File: config.mk
export PLATFORM = sky130hd
export DESIGN_NAME = fp_pack
export DESIGN_NICKNAME = d
export VERILOG_FILES = /design/src/rtl/fp_pack.sv
export SDC_FILE = /design/constraint.sdc
export NUM_CORES = 1
export LEC_CHECK = 0
export BUFFER_PORTS_ARGS = -buffer_cell sky130_fd_sc_hd__buf_2
export CORE_MARGIN = 2
export CORE_UTILIZATION = 47
export DETAILED_ROUTE_END_ITERATION = 8
export PLACE_DENSITY = 0.71
export SYNTH_ARGS = -nofsm -noshare
export SYNTH_HDL_FRONTEND = slang
export SYNTH_SLANG_ARGS = --single-unit
File: constraint.sdc
create_clock -name clk -period 6.1 [get_ports clk]
set_clock_uncertainty 0.05 [all_clocks]
set_input_delay 0.915 -clock clk [delete_from_list [all_inputs] [get_ports clk]]
set_output_delay 0.915 -clock clk [all_outputs]
set_load 0.02 [all_outputs]
File: src/rtl/fp_pack.sv
// fp_pack: rebias, truncate and NaN-box unpacked FP fields into FLEN storage format, behind a
// two-stage valid/ready pipeline. Define FPACK_NAN_PAYLOAD_EN to keep NaN sign and payload.
module fp_pack #(
   // Discrete parameters mirroring the cvw_t fields this block consumes
   parameter int FLEN          = 64,
   parameter int NE            = 11,
   parameter int NF            = 52,
   parameter int FMTBITS       = 2,
   parameter bit F_SUPPORTED   = 1'b1,
   parameter bit D_SUPPORTED   = 1'b1,
   parameter bit ZFH_SUPPORTED = 1'b0,
   parameter bit Q_SUPPORTED   = 1'b0,
   parameter int NE_S = 8,  parameter int NF_S = 23,
   parameter int NE_D = 11, parameter int NF_D = 52,
   parameter int NE_H = 5,  parameter int NF_H = 10,
   parameter int NE_Q = 15, parameter int NF_Q = 112
) (
   input  logic               clk,
   input  logic               reset_n,
   input  logic               Flush,
   input  logic               InValid,
   output logic               InReady,
   input  logic               Sgn,
   input  logic [NE-1:0]      Exp,
   input  logic [NF:0]        Man,
   input  logic [FMTBITS-1:0] Fmt,
   input  logic               NaN,
   input  logic               Inf,
   input  logic               Zero,
   input  logic               Subnorm,
   output logic               OutValid,
   input  logic               OutReady,
   output logic [FLEN-1:0]    Res
);

   localparam int EW = $clog2(NE + 1);
   localparam int FW = $clog2(NF + 1);
   localparam int NE_L = Q_SUPPORTED ? NE_Q : D_SUPPORTED ? NE_D : F_SUPPORTED ? NE_S : NE_H;
   localparam int NF_L = Q_SUPPORTED ? NF_Q : D_SUPPORTED ? NF_D : F_SUPPORTED ? NF_S : NF_H;
   localparam logic [NE-1:0] BIAS = NE'((1 << (NE - 1)) - 1);

   logic          manLeadUnused;
   logic          live_q;
   logic          v1_q, v1_d, v2_q, v2_d;
   logic          adv1, adv2, accept;
   logic          sgn1_q, sgn1_d;
   logic [NE-1:0] exp1_q, exp1_d;
   logic [NF-1:0] frac1_q, frac1_d;
   logic [3:0]    cls1_q, cls1_d;
   logic [EW-1:0] ne1_q, ne1_d;
   logic [FW-1:0] nf1_q, nf1_d;
   logic [FLEN-1:0] res2_q, res2_d;

   logic [EW-1:0] neSel;
   logic [FW-1:0] nfSel;
   logic [NE-1:0] biasSel, expMask;
   logic [NE-1:0] expOnes, expA;
   logic [NF-1:0] qBit, fracA;
   logic          sgnA;
   logic [FLEN-1:0] box, resAsm;

   // The explicit leading bit carries no information once the class flags are known
   assign manLeadUnused = Man[NF];

   assign adv2     = !v2_q || OutReady;
   assign adv1     = !v1_q || adv2;
   assign InReady  = live_q && !Flush && adv1;
   assign accept   = InValid && InReady;
   assign OutValid = v2_q;
   assign Res      = res2_q;

   // Unsupported formats fall back to the widest supported format
   always_comb begin
      neSel = EW'(NE_L);
      nfSel = FW'(NF_L);
      if (Fmt == FMTBITS'(0) && F_SUPPORTED) begin
         neSel = EW'(NE_S);
         nfSel = FW'(NF_S);
      end else if (Fmt == FMTBITS'(1) && D_SUPPORTED) begin
         neSel = EW'(NE_D);
         nfSel = FW'(NF_D);
      end else if (Fmt == FMTBITS'(2) && ZFH_SUPPORTED) begin
         neSel = EW'(NE_H);
         nfSel = FW'(NF_H);
      end else if (Fmt == FMTBITS'(3) && Q_SUPPORTED) begin
         neSel = EW'(NE_Q);
         nfSel = FW'(NF_Q);
      end
   end

   always_comb begin
      biasSel = (NE'(1) << (neSel - EW'(1))) - NE'(1);
      expMask = (NE'(1) << neSel) - NE'(1);
      v1_d    = v1_q;
      sgn1_d  = sgn1_q;
      exp1_d  = exp1_q;
      frac1_d = frac1_q;
      cls1_d  = cls1_q;
      ne1_d   = ne1_q;
      nf1_d   = nf1_q;
      if (Flush) begin
         v1_d = 1'b0;
      end else if (adv1) begin
         v1_d = accept;
         if (accept) begin
            sgn1_d  = Sgn;
            exp1_d  = (Exp - BIAS + biasSel) & expMask;
            frac1_d = Man[NF-1:0] >> (FW'(NF) - nfSel);
            cls1_d  = {NaN, Inf, Zero, Subnorm};
            ne1_d   = neSel;
            nf1_d   = nfSel;
         end
      end
   end

   // Special-value encoding and boxing happen on the registered stage-1 fields
   always_comb begin
      expOnes = (NE'(1) << ne1_q) - NE'(1);
      qBit    = NF'(1) << (nf1_q - FW'(1));
      sgnA    = sgn1_q;
      expA    = exp1_q;
      fracA   = frac1_q;
      if (cls1_q[3]) begin
`ifdef FPACK_NAN_PAYLOAD_EN
         sgnA  = sgn1_q;
         expA  = expOnes;
         fracA = frac1_q | qBit;
`else
         sgnA  = 1'b0;
         expA  = expOnes;
         fracA = qBit;
`endif
      end else if (cls1_q[2]) begin
         expA  = expOnes;
         fracA = '0;
      end else if (cls1_q[1]) begin
         expA  = '0;
         fracA = '0;
      end else if (cls1_q[0]) begin
         expA  = '0;
      end
      box    = (({FLEN{1'b1}} << nf1_q) << ne1_q) << 1;
      resAsm = box | ((FLEN'(sgnA) << nf1_q) << ne1_q) | (FLEN'(expA) << nf1_q) | FLEN'(fracA);
   end

   always_comb begin
      v2_d   = v2_q;
      res2_d = res2_q;
      if (Flush) begin
         v2_d = 1'b0;
      end else if (adv2) begin
         v2_d = v1_q;
         if (v1_q) begin
            res2_d = resAsm;
         end
      end
   end

   always_ff @(posedge clk or negedge reset_n) begin
      if (!reset_n) begin
         live_q  <= 1'b0;
         v1_q    <= 1'b0;
         sgn1_q  <= 1'b0;
         exp1_q  <= '0;
         frac1_q <= '0;
         cls1_q  <= '0;
         ne1_q   <= '0;
         nf1_q   <= '0;
         v2_q    <= 1'b0;
         res2_q  <= '0;
      end else begin
         live_q  <= 1'b1;
         v1_q    <= v1_d;
         sgn1_q  <= sgn1_d;
         exp1_q  <= exp1_d;
         frac1_q <= frac1_d;
         cls1_q  <= cls1_d;
         ne1_q   <= ne1_d;
         nf1_q   <= nf1_d;
         v2_q    <= v2_d;
         res2_q  <= res2_d;
      end
   end

endmodule

# == Yosys cells after proc, flatten, opt, wreduce, memory -nomap -nowiden ==
# Cells that the tools add are included.
# totals
in_bits,76
reg_bits,145
wordCells,60
output_inout_bits,66
# classes
n_shift,10
n_addsub,8
bitwise_logic,5
reduce_logical,13
mux,14
# ops
cell,count
$mux W52,3
$or A64 B64 Y64,2
$or A64 B52 Y64,1
$shl A1 B6 Y64,1
$shl A11 B6 Y64,1
$shl A64 B4 Y63,1
$shl A64 B4 Y64,1
$shl A64 B6 Y64 const A,1
$shl A1 B6 Y52 const A,1
$shr A52 B6 Y52,1
$mux W11,4
$shl A1 B4 Y11 const A,3
$sub A11 B2 Y11 const B,3
$add A11 B11 Y11,1
$and A11 B11 Y11,1
$sub A11 B10 Y11 const B,1
$mux W6,1
$reduce_and A3 Y1,2
$sub A6 B1 Y6 const B,1
$sub A6 B6 Y6 const A,1
$mux W1,5
$reduce_bool A2 Y1,2
$sub A4 B1 Y4 const B,1
$logic_and A1 B1 Y1,3
5 further kinds,8

# == Depth between registers and ports, before layout ==
# Gate-level depths: netlist of run 1.
# depth
ltp_word,7
depth_mapped,8
ltp_nobuf,7

# == Worst setup path before layout of run 1 ==
# Ideal clock, no wire load.
# synth_path
path_type,in2out
start,input port Flush
end,output port InReady
arrival_time_ps,1603
setup_slack_ps,3532
required_time_ps,5135
path_stages,2
n_path_buf,0
cell_sequence,nor2b_1 -> a21boi_0
# synth_between
elab_chain_len,3
# synth_lines
element,line,rtl
"start, declared",20,"input logic Flush,"
$logic_not A1 Y1,67,assign InReady = live_q && !Flush && adv1;
$logic_and A1 B1 Y1 (2 in series),67,
"end, declared",22,"output logic InReady,"
# No other way between the ends.

# == Final worst setup path of run 1 ==
# layout_path
start,register nf1_q[4]
end,register res2_q[35] (netlist: Res[35])
# layout_between
elab_chain_len,5
elab_cells_between_ends,11
# layout_lines
element,line,rtl
"start, declared",51,"logic [FW-1:0] nf1_q, nf1_d;"
"start signal, assigned",179,nf1_q <= nf1_d;
$shl A64 B6 Y64 or $shl A1 B6 Y64 (tied branches),"142, 143",
$shl A64 B4 Y63 or $shl A64 B4 Y64 (tied branches),"142, 143",
$or A64 B64 Y64 (2 in series),143,resAsm = box | ((FLEN'(sgnA) << nf1_q) << ne1_q) | (FLEN'(expA) << nf1_q) | FLEN'(fracA);
$or A64 B52 Y64 *,143,
"end signal, assigned",181,res2_q <= res2_d;
"end, declared",52,"logic [FLEN-1:0] res2_q, res2_d;"
# Mark *: on every way between the ends. The rest lies on a longest branch, timed or not.
# A chain may end at the register's enable or synchronous reset.

==> results.tsv, run 1 <==
metric	value	unit
outcome	completed	
synth_top_area_cell	dfrtp_1	
htree_levels	4	
die_area	14300	µm²
final_common_cell	nand2_1	
critPathArrivalTime	3230	ps
clockBufferDepth	2	
r2r_start	nf1_q[4]$_DFFE_PN0P_	
critPathCaptureType	flop	
layout.nets	902	
rows	42	
startpoint	nf1_q[4]$_DFFE_PN0P_	
first_global_vias	5467	
dp_hpwl	11.7	mm
cts_hold_buf	0	
postCtsSetupBuffers	0	
ir_drop	0.187	mV
via_count	5570	
synth-main-ff-cell	dfrtp_1	
crit_path_start_kind	flop	
wl	17.5	mm
path_clk_slew	60	ps
worst_ep_required_time	6390	ps
final_cell_mix	nand2_1 (194), buf_2 (139), dfrtp_1 (138), nor2_1 (60), a21oi_1 (58)	
overflow	0	
cts_tree	yes	
path_max_fanout	19	
yosysWarningCount	0	
drive_above_1_share	22.5	%
ff2ff_setup_slack	3160	ps
seqPwrFrac	42.0	%
antenna_found_initial	0	
power.switching	0.954	mW
crit_path_max_incr_delay	750	ps
finalMaxSlewViolations	0	
cts_buffers	17	
syn_avg_cell_area	8.87	µm²
core	13100	µm²
min_to	frac1_q[28]$_DFFE_PN0P_	
grtUsageTotal	25.8	%
power_frac_comb	23.7	%
die-width	119	µm
grt_pass1_wl	28.6	mm
cap_violations	0	
drtAntennaViolNets	0	
worst_pin_slew	1130	ps
insertion_delay	420	ps
fin_total_pwr	2.95	mW
power.internal	1.99	mW
cp_slowest_cell	dfrtp_1	
hold_class	flop to flop	
grt_max_degree	92	
syn-num-nets	787	
drc	0	
drtIter0Drc	389	
ys_seq_elements	138	
pwr-share-clk	34.3	%
synth_cells	706	
synth_edf_count	0	
final-setup-viol-count	0	
worstHoldStart	frac1_q[28]$_DFFE_PN0P_	
rsz0062_at_grt	false	
cts_repair_resize_count	0	
num_antenna_cells	0	
r2r_end	Res[35]$_DFFE_PN0P_	
n_fill_cell	1234	
clock-sinks	138	
cts-root-buf	clkbuf_16	
path_cells	clkinv_1 > nand2_1 > ha_1 > nor2b_1 > o32ai_1 > a221oi_1 > a21oi_1	
rr_worst_depth	7	
hold_viol_final	0	
min_period	2940	ps
switching_share	32.4	%
syn_to_final_growth	21.9	%
postLayoutCoreUtil	58.1	%
async_flop_share	100	%
min_path_cells	2	
tns	0	ps
slew_headroom	24.4	%
place_congestion	0.865	
post-route-period-util	48.2	%
netlist_area	6260	µm²
wire_per_inst	17.4	µm
synth_top_area_share	55.2	%
placed_cells	978	
synth_cell_types	51	
yosys-top-cells-area	dfrtp_1 (55%), nand2_1 (12%), a21oi_1 (4.6%), nor2_1 (3.7%), a31oi_1 (3.2%)	
start_util	47.6	%
ys_seq_area_share	55.2	%
firstDrtPassIters	5	
max_freq	340	MHz
power.density	386	nW/µm²
ioPinCount	142	
port_buffers	140	
fin_cells	1008	
vias_per_cell	5.53	
leakage	3.67	nW
die_h	119	µm
timing_worst_setup_path_type	flop to flop	
## registers in the layout, indices dropped and copies added, names as in the netlist
register  flops
ne1_q         1
sgn1_q        1
OutValid      1
exp1_q       11
Res          64
cls1_q        4
nf1_q         2
frac1_q      52
live_q        1
v1_q          1
## cells by family after synthesis
logic type      count (synthesis)  synth area share [%]
compound gates                173                  17.3
buf+inv                        59                  3.74
other cells                     1                0.0599
simple gates                  325                  22.0
xor+xnor                        1                 0.140
fa+ha+maj                       5                 0.999
mux                             4                 0.640
flops                         138                  55.2
## worst max path at each step
stage                     slack, ps                endpoint  cells after the start
final                          3160     Res[35]$_DFFE_PN0P_                      7
after global routing           2970     Res[35]$_DFFE_PN0P_                      7
after CTS                      3180     Res[35]$_DFFE_PN0P_                      7
after detailed placement       2990  exp1_q[10]$_DFFE_PN0P_                      9
after global placement         3020  exp1_q[10]$_DFFE_PN0P_                      9
after floorplan                3530                 InReady                      2
## synthesized netlist by cell type, drive strengths merged (2+ instances only)
cell	instances
or2	2
o31ai	4
o21a	2
nand4	3
o211ai	4
a22o	2
mux2i	4
nor2b	5
a31oi	32
a221oi	5
a41o	2
o22a	10
o22ai	5
clkbuf	42
a211oi	3
ha	5
nand2	195
or4	4
nor4	2
a21oi	60
inv	7
and2	7
nand3	36
buf	9
o21ai	32
nand2b	6
a221o	2
nor2	61
dfrtp	138
## layout make-up
class                           count  area, µm²  area share, %
Sequential cell                   138       3450           45.2
Multi-Input combinational cell    509       2590           33.9
Timing Repair Buffer              147        759           9.95
Clock buffer                       23        488           6.39
Tap cell                          176        220           2.88
Clock inverter                      7       91.3           1.20
Inverter                            8       30.0          0.393
## through the flow
| step | hold slack, ps | setup WS, ps | instance area [µm²] |
|---|---|---|---|
| floorplan | 380 | 3530 | 6260 |
| global placement | 398 | 3020 | 7050 |
| detailed placement | 402 | 2990 | 7050 |
| CTS | 414 | 3180 | 7630 |
| global route | 436 | 2970 | 7630 |
| finish | 412 | 3160 | 7630 |
## critical path, delay by kind of cell, from the launching register on
family / cells / cell delay, ps
adder cells (fa/ha/maj): 1 / 270
AO/OA/AOI/OAI: 3 / 1020
flip-flops: 1 / 750
buffers and inverters: 1 / 420
AND/OR/NAND/NOR: 2 / 360
## routing by layer
metal	global-route usage [%]	part of all wire (%)
met5	0	0
met4	8.31	1.4
met3	5.65	6.7
met2	39.0	45
met1	37.2	47
## power groups by stage
stage | clock (mW) | sequential [mW] | combinational (mW)
2_1_floorplan | 0 | 1.35 | 0.321
3_3_place_gp | 0 | 1.24 | 0.687
3_5_place_dp | 0 | 1.25 | 0.701
4_1_cts | 1.02 | 1.23 | 0.704
5_1_grt | 1.06 | 1.26 | 0.771
6_report | 1.01 | 1.24 | 0.699
(Power assumes the default switching activity.)
==> run 2: changes to the inputs <==
--- a/config.mk
+++ b/config.mk
@@ -9,7 +9,7 @@
 export CORE_MARGIN = 2
 export CORE_UTILIZATION = 47
 export DETAILED_ROUTE_END_ITERATION = 8
-export PLACE_DENSITY = 0.71
+export PLACE_DENSITY = 0.74
 export SYNTH_ARGS = -nofsm -noshare
 export SYNTH_HDL_FRONTEND = slang
 export SYNTH_SLANG_ARGS = --single-unit
==> constraint.sdc (replaced) <==
create_clock -name clk -period 2.5 [get_ports clk]
set_clock_uncertainty 0.05 [all_clocks]
set_input_delay 0.375 -clock clk [delete_from_list [all_inputs] [get_ports clk]]
set_output_delay 0.375 -clock clk [all_outputs]
set_load 0.02 [all_outputs]
==> results.tsv, run 2 (same netlist as run 1, synthesis figures left out) <==
metric	value	unit
rsz0062_at_grt	false	
first_global_vias	5351	
worst_ep_required_time	2790	ps
syn_to_final_growth	26.7	%
cts_tree	yes	
drtIter0Drc	482	
path_delay_family	simple AND/OR/NAND/NOR gates	
cts_repair_resize_count	0	
dp_hpwl	11.7	mm
drc	0	
finalMaxSlewViolations	0	
num_antenna_cells	0	
path_cells	nor4_4 > a21oi_2 > or4_1 > a41oi_2	
cp_slowest_cell	nor4_4	
slew_headroom	59.7	%
wl	17.0	mm
leakage	3.82	nW
cts_hold_buf	1	
grt_pass1_wl	27.6	mm
cap_violations	0	
cp_num_buf_inv	0	
die_area	14300	µm²
final_cell_mix	nand2_1 (194), buf_2 (139), dfrtp_1 (138), nor2_1 (60), a21oi_1 (58)	
final-setup-viol-count	0	
cts_buffers	17	
postPlaceCellArea	7230	µm²
largest_reg_flops	64	
grtUsageTotal	24.9	%
core	13100	µm²
final_common_cell	nand2_1	
port_buffers	140	
path_max_fanout	10	
post-route-period-util	82.0	%
firstDrtPassIters	5	
die-width	119	µm
clockBufferDepth	2	
placed_cells	995	
drtAntennaViolNets	0	
htree_levels	4	
fin_cells	1027	
path_clk_slew	60	ps
ioPinCount	142	
outcome	completed	
postLayoutCoreUtil	60.4	%
place_congestion	0.952	
die_h	119	µm
timing_worst_setup_path_type	flop to flop	
insertion_delay	420	ps
critPathCaptureType	flop	
ir_drop	0.542	mV
crit_path_start_kind	flop	
vias_per_cell	5.45	
start_util	47.6	%
hold_viol_final	0	
power.density	967	nW/µm²
grt_max_degree	56	
critPathArrivalTime	2340	ps
ff2ff_setup_slack	450	ps
antenna_found_initial	0	
wire_per_inst	16.5	µm
tns	0	ps
final_area	7930	µm²
clock-sinks	138	
rows	42	
overflow	0	
min_period	2050	ps
layout.nets	920	
postCtsSetupBuffers	0	
cts-root-buf	clkbuf_16	
max_freq	488	MHz
hold_class	input port to flop	
worst_pin_slew	604	ps
via_count	5596	
crit_path_max_incr_delay	560	ps
drive_above_1_share	24.2	%
run 2: path summary, 6_finish.rpt:
| check | cells after the start | endpoint | from |
|---|---|---|---|
| setup / recovery | 4 | Res[2]$_DFFE_PN0P_ | cls1_q[2]$_DFFE_PN0P_ |
| hold / removal | 3 | exp1_q[3]$_DFFE_PN0P_ | Exp[3] |
| setup reg to reg | 4 | Res[2]$_DFFE_PN0P_ | cls1_q[2]$_DFFE_PN0P_ |
| hold reg to reg | 2 | frac1_q[26]$_DFFE_PN0P_ | frac1_q[26]$_DFFE_PN0P_ |
| max in group asynchronous | 3 | Res[46]$_DFFE_PN0P_ | reset_n |
| min in group asynchronous | 2 | exp1_q[4]$_DFFE_PN0P_ | reset_n |
run 2: metal layers:
metal	global-route usage, %	wire length [µm]	up-vias
li1	-	-	2692
met1	36.2	7720	2671
met2	36.9	7810	209
met3	6.70	1180	24
met4	6.84	263	0
met5	0	0	-
run 2: final cells by class:
cell class | count | area [µm²]
Timing Repair Buffer | 165 | 947
Inverter | 8 | 30.0
Clock buffer | 19 | 443
Tap cell | 176 | 220
Multi-Input combinational cell | 509 | 2590
Fill cell | 1167 | 5210
Sequential cell | 138 | 3450
Clock inverter | 12 | 244
run 2: tightest hold or removal path, stage by stage:
cell and delay [ps]:
buf_2 70, nand2_1 40, nand2_1 40
run 2: report_power, final:
group,internal (mW),switching [mW]
clock,1.99,0.931
sequential,2.69,0.315
combinational,0.641,1.09
total,5.32,2.34
run 2: per-stage QoR:
| step | hold slack (ps) | total power, mW | setup slack (ps) |
|---|---|---|---|
| after floorplan | 29.4 | 4.07 | 347 |
| after CTS | 86.9 | 7.70 | 472 |
| final | 92.7 | 7.66 | 450 |
| after global routing | 100 | 8.03 | 317 |
| after global placement | 325 | 4.72 | 496 |
| after detailed placement | 328 | 4.77 | 486 |
